File: config.mk
export PLATFORM = sky130hd
export DESIGN_NAME = io_uart_bridge
export DESIGN_NICKNAME = d
export VERILOG_FILES = /design/src/rtl/io_uart_bridge.sv
export SDC_FILE = /design/constraint.sdc
export NUM_CORES = 1
export LEC_CHECK = 0
export BUFFER_PORTS_ARGS = -buffer_cell sky130_fd_sc_hd__buf_2
export CAP_MARGIN = 20
export CORE_MARGIN = 2
export CORE_UTILIZATION = 31
export DETAILED_ROUTE_END_ITERATION = 16
export PLACE_DENSITY = 0.5
export SYNTH_ARGS = -nofsm -noshare
export SYNTH_HDL_FRONTEND = slang
export SYNTH_SLANG_ARGS = --single-unit
File: constraint.sdc
create_clock -name clk -period 4.7 [get_ports clk]
set_input_delay 0.47 -clock clk [delete_from_list [all_inputs] [get_ports clk]]
set_output_delay 0.47 -clock clk [all_outputs]
set_load 0.01 [all_outputs]
File: src/rtl/io_uart_bridge.sv
`timescale 1ns/1ps
// io_uart_bridge
//   Byte-wide CPU-to-serial bridge: one UART transmitter (holding register
//   plus shift register) and one UART receiver with status flags. Frames are
//   8N1 (start 0, eight data bits LSB first, stop 1); every bit lasts
//   CLKS_PER_BIT clocks. CLKS_PER_BIT must be even and at least 4.
//
//   Ports
//     clk      system clock, all state changes on its rising edge
//     rst      asynchronous active-high reset
//     wr_stb   one-cycle write strobe, loads wr_data when tx_ready=1
//     wr_data  byte to transmit
//     rd_stb   one-cycle read acknowledge, clears rx_valid/overrun/frame_err
//     rd_data  last byte received
//     status   {4'b0, frame_err, overrun, rx_valid, tx_ready}
//     txd      registered serial output, idle high
//     rxd      serial input, asynchronous to clk
module io_uart_bridge #(
  parameter int CLKS_PER_BIT = 16
) (
  input  logic       clk,
  input  logic       rst,
  input  logic       wr_stb,
  input  logic [7:0] wr_data,
  input  logic       rd_stb,
  output logic [7:0] rd_data,
  output logic [7:0] status,
  output logic       txd,
  input  logic       rxd
);

  localparam int CNT_W = $clog2(CLKS_PER_BIT);
  localparam logic [CNT_W-1:0] BIT_END  = CNT_W'(CLKS_PER_BIT - 1);
  localparam logic [CNT_W-1:0] HALF_END = CNT_W'(CLKS_PER_BIT / 2 - 1);

  typedef enum logic [1:0] {TX_IDLE, TX_START, TX_DATA, TX_STOP} tx_state_t;
  typedef enum logic [2:0] {RX_IDLE, RX_START, RX_DATA, RX_STOP, RX_BREAK} rx_state_t;

  // ---------------- transmit path ----------------
  tx_state_t        r_tx_state, w_tx_state_nxt;
  logic [CNT_W-1:0] r_tx_cnt, w_tx_cnt_nxt;
  logic [2:0]       r_tx_bit, w_tx_bit_nxt;
  logic [7:0]       r_tx_shift, w_tx_shift_nxt;
  logic             r_txd, w_txd_nxt;
  logic [7:0]       r_hold;
  logic             r_hold_full;
  logic             w_tx_take;

  always_comb begin
    w_tx_state_nxt = r_tx_state;
    w_tx_cnt_nxt   = r_tx_cnt;
    w_tx_bit_nxt   = r_tx_bit;
    w_tx_shift_nxt = r_tx_shift;
    w_txd_nxt      = r_txd;
    w_tx_take      = 1'b0;
    case (r_tx_state)
      TX_IDLE: begin
        if (r_hold_full) begin
          w_tx_state_nxt = TX_START;
          w_tx_cnt_nxt   = '0;
          w_tx_shift_nxt = r_hold;
          w_txd_nxt      = 1'b0;
          w_tx_take      = 1'b1;
        end
      end
      TX_START: begin
        if (r_tx_cnt == BIT_END) begin
          w_tx_state_nxt = TX_DATA;
          w_tx_cnt_nxt   = '0;
          w_tx_bit_nxt   = '0;
          w_txd_nxt      = r_tx_shift[0];
        end else begin
          w_tx_cnt_nxt = r_tx_cnt + CNT_W'(1);
        end
      end
      TX_DATA: begin
        if (r_tx_cnt == BIT_END) begin
          w_tx_cnt_nxt = '0;
          if (r_tx_bit == 3'd7) begin
            w_tx_state_nxt = TX_STOP;
            w_txd_nxt      = 1'b1;
          end else begin
            // txd already shows bit 0 of the shifter; present the next one
            w_tx_bit_nxt   = r_tx_bit + 3'd1;
            w_tx_shift_nxt = r_tx_shift >> 1;
            w_txd_nxt      = r_tx_shift[1];
          end
        end else begin
          w_tx_cnt_nxt = r_tx_cnt + CNT_W'(1);
        end
      end
      TX_STOP: begin
        if (r_tx_cnt == BIT_END) begin
          w_tx_cnt_nxt = '0;
          if (r_hold_full) begin
            // back-to-back frame: no idle gap between stop and next start
            w_tx_state_nxt = TX_START;
            w_tx_shift_nxt = r_hold;
            w_txd_nxt      = 1'b0;
            w_tx_take      = 1'b1;
          end else begin
            w_tx_state_nxt = TX_IDLE;
            w_txd_nxt      = 1'b1;
          end
        end else begin
          w_tx_cnt_nxt = r_tx_cnt + CNT_W'(1);
        end
      end
      default: begin
        w_tx_state_nxt = TX_IDLE;
        w_txd_nxt      = 1'b1;
      end
    endcase
  end

  always_ff @(posedge clk or posedge rst) begin
    if (rst) begin
      r_tx_state  <= TX_IDLE;
      r_tx_cnt    <= '0;
      r_tx_bit    <= '0;
      r_txd       <= 1'b1;
      r_hold_full <= 1'b0;
    end else begin
      r_tx_state  <= w_tx_state_nxt;
      r_tx_cnt    <= w_tx_cnt_nxt;
      r_tx_bit    <= w_tx_bit_nxt;
      r_txd       <= w_txd_nxt;
      // a write is only accepted while empty, so load and take never collide
      r_hold_full <= (r_hold_full & ~w_tx_take) | (wr_stb & ~r_hold_full);
    end
  end

  // byte storage carries no reset: it is only read after being loaded
  always_ff @(posedge clk) begin
    r_tx_shift <= w_tx_shift_nxt;
    if (wr_stb && !r_hold_full) r_hold <= wr_data;
  end

  // ---------------- receive path ----------------
  logic             r_rx_s1, r_rx_s2;
  logic             w_rxd;
  rx_state_t        r_rx_state, w_rx_state_nxt;
  logic [CNT_W-1:0] r_rx_cnt, w_rx_cnt_nxt;
  logic [2:0]       r_rx_bit, w_rx_bit_nxt;
  logic [7:0]       r_rx_shift, w_rx_shift_nxt;
  logic             w_rx_done, w_rx_ferr;
  logic             r_rx_valid, r_overrun, r_frame_err;
  logic [7:0]       r_rd_data;

  assign w_rxd = r_rx_s2;

  always_comb begin
    w_rx_state_nxt = r_rx_state;
    w_rx_cnt_nxt   = r_rx_cnt;
    w_rx_bit_nxt   = r_rx_bit;
    w_rx_shift_nxt = r_rx_shift;
    w_rx_done      = 1'b0;
    w_rx_ferr      = 1'b0;
    case (r_rx_state)
      RX_IDLE: begin
        if (!w_rxd) begin
          w_rx_state_nxt = RX_START;
          w_rx_cnt_nxt   = '0;
        end
      end
      RX_START: begin
        // re-check at mid start bit; a line already back high was a glitch
        if (r_rx_cnt == HALF_END) begin
          w_rx_cnt_nxt   = '0;
          w_rx_bit_nxt   = '0;
          w_rx_state_nxt = w_rxd ? RX_IDLE : RX_DATA;
        end else begin
          w_rx_cnt_nxt = r_rx_cnt + CNT_W'(1);
        end
      end
      RX_DATA: begin
        if (r_rx_cnt == BIT_END) begin
          w_rx_cnt_nxt   = '0;
          w_rx_shift_nxt = {w_rxd, r_rx_shift[7:1]};
          if (r_rx_bit == 3'd7) w_rx_state_nxt = RX_STOP;
          else                  w_rx_bit_nxt   = r_rx_bit + 3'd1;
        end else begin
          w_rx_cnt_nxt = r_rx_cnt + CNT_W'(1);
        end
      end
      RX_STOP: begin
        if (r_rx_cnt == BIT_END) begin
          w_rx_cnt_nxt = '0;
          if (w_rxd) begin
            w_rx_done      = 1'b1;
            w_rx_state_nxt = RX_IDLE;
          end else begin
            // hold off until the line returns high before hunting again
            w_rx_ferr      = 1'b1;
            w_rx_state_nxt = RX_BREAK;
          end
        end else begin
          w_rx_cnt_nxt = r_rx_cnt + CNT_W'(1);
        end
      end
      RX_BREAK: begin
        if (w_rxd) w_rx_state_nxt = RX_IDLE;
      end
      default: w_rx_state_nxt = RX_IDLE;
    endcase
  end

  always_ff @(posedge clk or posedge rst) begin
    if (rst) begin
      r_rx_s1     <= 1'b1;
      r_rx_s2     <= 1'b1;
      r_rx_state  <= RX_IDLE;
      r_rx_cnt    <= '0;
      r_rx_bit    <= '0;
      r_rx_valid  <= 1'b0;
      r_overrun   <= 1'b0;
      r_frame_err <= 1'b0;
      r_rd_data   <= 8'h00;
    end else begin
      r_rx_s1     <= rxd;
      r_rx_s2     <= r_rx_s1;
      r_rx_state  <= w_rx_state_nxt;
      r_rx_cnt    <= w_rx_cnt_nxt;
      r_rx_bit    <= w_rx_bit_nxt;
      // a flag being set wins over a same-cycle clear; a read in the
      // completion cycle counts as consuming the old byte, so no overrun
      r_rx_valid  <= w_rx_done | (r_rx_valid & ~rd_stb);
      r_overrun   <= (w_rx_done & r_rx_valid & ~rd_stb) | (r_overrun & ~rd_stb);
      r_frame_err <= w_rx_ferr | (r_frame_err & ~rd_stb);
      if (w_rx_done) r_rd_data <= r_rx_shift;
    end
  end

  always_ff @(posedge clk) begin
    r_rx_shift <= w_rx_shift_nxt;
  end

  assign txd     = r_txd;
  assign rd_data = r_rd_data;
  assign status  = {4'b0000, r_frame_err, r_overrun, r_rx_valid, ~r_hold_full};

endmodule

==> results.ini <==
[run_status]
status = finished, final reports clean

[detailed_routing]
drtAntennaViolNets = 0
vias = 1780
via_per_inst = 4.94
top_layer = met4
firstDrtPassIters = 4
wl_per_cell_um = 14.1
route.met2.wl_um = 2290
drt_iter0_drc = 63
drt-met1-wl_um = 2420
wl_met3_um = 237
routed_wl_um = 5060
route.detailed.drc = 0

[clocking]
cts_sinks = 58
cts_hold_buffers = 0
cts_buffer_depth = 2
path_clk_slew_ns = 0.07
ctsResizeCount = 0
post_cts_buffers = 0
cts_buffers = 9
clockRootBuffer = clkbuf_8
htreeDepth = 3
cts_tree = yes
insertion_delay_ns = 0.34

[floorplanning]
core_um2 = 8680
initial_utilization_pct = 31.7
num_rows = 34
die_w_um = 98.3
io_pins = 30
fp.dieArea_um2 = 9650
die_h_um = 98.3

[power]
pwr-share-clk_pct = 33.8
power_frac_comb_pct = 16.7
leakage_nw = 1.37
swShare_pct = 28.7
ir_worst_vdd_v = 0.000134
power_switching_uw = 379
power.density_nw_per_um2 = 424
internal_power_uw = 942
pwr-share-seq_pct = 49.5

[yosys]
synth_simple_gate_area_share_pct = 12.3
synth_cells = 224
synthMuxAreaShare_pct = 6.45
syn_area_per_cell_um2 = 12.3
ys_types = 52
synth_top_family_by_area = compound AO/OA/AOI/OAI gates
synthTopCellsByArea = dfrtp_1 (28%), edfxtp_1 (26%), ha_1 (5.5%)
synthTopCellsByCount = dfrtp_1 (31), edfxtp_1 (24), nand2_1 (15)
yosysSeqAreaShare_pct = 57.2
synthesis.area_um2 = 2750
synth-compound-area-share_pct = 13.1
synthXorXnorAreaFrac_pct = 0.318
ys_seq_elements = 58
synth_adder_area_share_pct = 5.45
synth_top_area_share_pct = 28.2
synth_edf_count = 24
synth_ff_type = dfrtp_1
ys_warn_count = 0
synth_top_area_cell = dfrtp_1
yosys.cell_count.top_type = dfrtp_1
async_flop_share_pct = 58.6

[setup_path]
worst_setup_path_start_kind = flop
cp.arrival_ns = 2.55
reg2reg_slack_ns = 2.13
crit_type = flop to flop
endpoint = r_tx_shift[1]
r2r_start = r_tx_state[0]
worstSetupStartpoint = r_tx_state[0]
required_ns = 4.67
reg2reg_depth = 4
r2r-end = r_tx_shift[1]
worstSetupEndpointType = flop
cp_max_fo = 22

[finish]
drive_above_1_share_pct = 23.8
final_nets = 272
design_area_um2 = 3120
fin_util_pct = 35.9
diodes = 0
area_growth_pct = 13.2

[hold_path]
hold_class = input port to asynchronous set/reset pin

[timing]
hold_violations = 0
finalSetupViolations = 0
relSlewSlack_pct = 52.5
fin_crit_sh_pct = 54.8
setup_tns_ns = 0
period_needed_ns = 2.57
worst_slew_pin_slew_ns = 0.711
clock-skew-final_ns = 0.00811
max_freq_ghz = 0.388
rsz0062_at_grt = false
drv_slew = 0
hold_slack_ns = 0.227

[grt]
grt_pass1_wl_um = 8610
antenna_found_initial = 0
grt.overflow.total = 0
grt_use_total_pct = 11.4
grt_pass1_vias = 1767
grt_max_degree = 35

[job]
max_cap_violations = 0

[place]
place_area_um2 = 2930
port_buffers = 25
place.gp.congestion = 0.710
post-dp-hpwl_um = 3250

-- per-stage QoR --
| step | cells | total power, mW | worst slack, ns |
|---|---|---|---|
| after floorplan | 227 | 0.830 | 2.52 |
| after global placement | 344 | 0.881 | 2.15 |
| after detailed placement | 344 | 0.886 | 2.10 |
| after CTS | 360 | 1.34 | 2.09 |
| after global routing | 360 | 1.40 | 1.93 |
| final | 360 | 1.32 | 2.13 |
-- layout make-up --
cell class | instances | area (um^2)
clock buffer | 10 | 128
fill | 883 | 5560
sequential | 58 | 1580
inverter | 10 | 37.5
clock inverter | 6 | 57.6
multi-input combinational | 142 | 1050
tap | 108 | 135
timing repair buffer | 26 | 133
-- sequential cells by signal, indices dropped and copies added, names as in the netlist --
register     flops
r_rx_shift       8
txd              1
r_frame_err      1
r_rx_valid       1
r_rx_s2          1
r_hold           8
r_rx_bit         3
r_overrun        1
r_rx_s1          1
r_tx_shift       8
r_tx_cnt         4
r_rx_state       3
r_rx_cnt         4
rd_data          8
r_tx_bit         3
r_tx_state       2
r_hold_full      1
-- worst max-delay path: stages, from the launching register on --
cell     delay, ns
dfrtp_1       0.41
inv_1         0.13
ha_1          0.63
or3b_2        0.50
a21oi_1       0.54
-- power by group through the flow --
| stage | clock, mW | sequential, mW | combinational, mW |
|---|---|---|---|
| 2_1_floorplan | 0 | 0.646 | 0.184 |
| 3_3_place_gp | 0 | 0.663 | 0.218 |
| 3_5_place_dp | 0 | 0.663 | 0.223 |
| 4_1_cts | 0.465 | 0.654 | 0.224 |
| 5_1_grt | 0.486 | 0.665 | 0.248 |
| 6_report | 0.447 | 0.655 | 0.220 |
-- cells by family (layout without fill, tap and decap cells) --
family | count (synthesis) | after routing
DFF | 58 | 58
buffers and inverters | 27 | 52
AOI/OAI and AO/OA | 49 | 49
xor gates and xnor gates | 1 | 1
muxes | 16 | 16
adders and majority gates | 12 | 12
and+or+nand+nor | 60 | 60
other | 1 | 4
-- cells in the final DEF, fill, tap and decap left out, drive strengths merged, types with 2 or more instances in the layout --
master,synthesis,routed
ha,12,12
dfrtp,31,31
a21o,3,3
nand2,15,15
nand4,5,5
nor2,10,10
or3b,3,3
dfstp,3,3
mux2,11,11
a31oi,2,2
o21a,2,2
conb,1,4
a211o,5,5
buf,11,26
mux2i,5,5
nor3b,2,2
and3,2,2
o2bb2ai,2,2
inv,10,10
clkbuf,6,10
nor2b,4,4
edfxtp,24,24
o21ai,9,9
nand2b,7,7
o2111ai,2,2
clkinv,0,5
a21oi,5,5
a22o,9,9
nand3,4,4
-- worst min-delay path by stage --
stage / slack, ns / start / end
after detailed placement: 0.35 / r_rx_s1 / r_rx_s2
after global placement: 0.35 / r_rx_s1 / r_rx_s2
after CTS: 0.21 / rxd / r_rx_s1
after floorplan: 0.35 / r_rx_s1 / r_rx_s2
after global routing: 0.21 / rxd / r_rx_s1
final: 0.23 / rst / r_tx_bit[1]
-- per-layer routing --
metal	global-route usage (%)	vias to the layer above
met5	0	-
met2	16.3	41
met1	15.3	864
met3	3.94	13
li1	-	862
met4	6.22	0
Power figures use the tool's default switching activity.
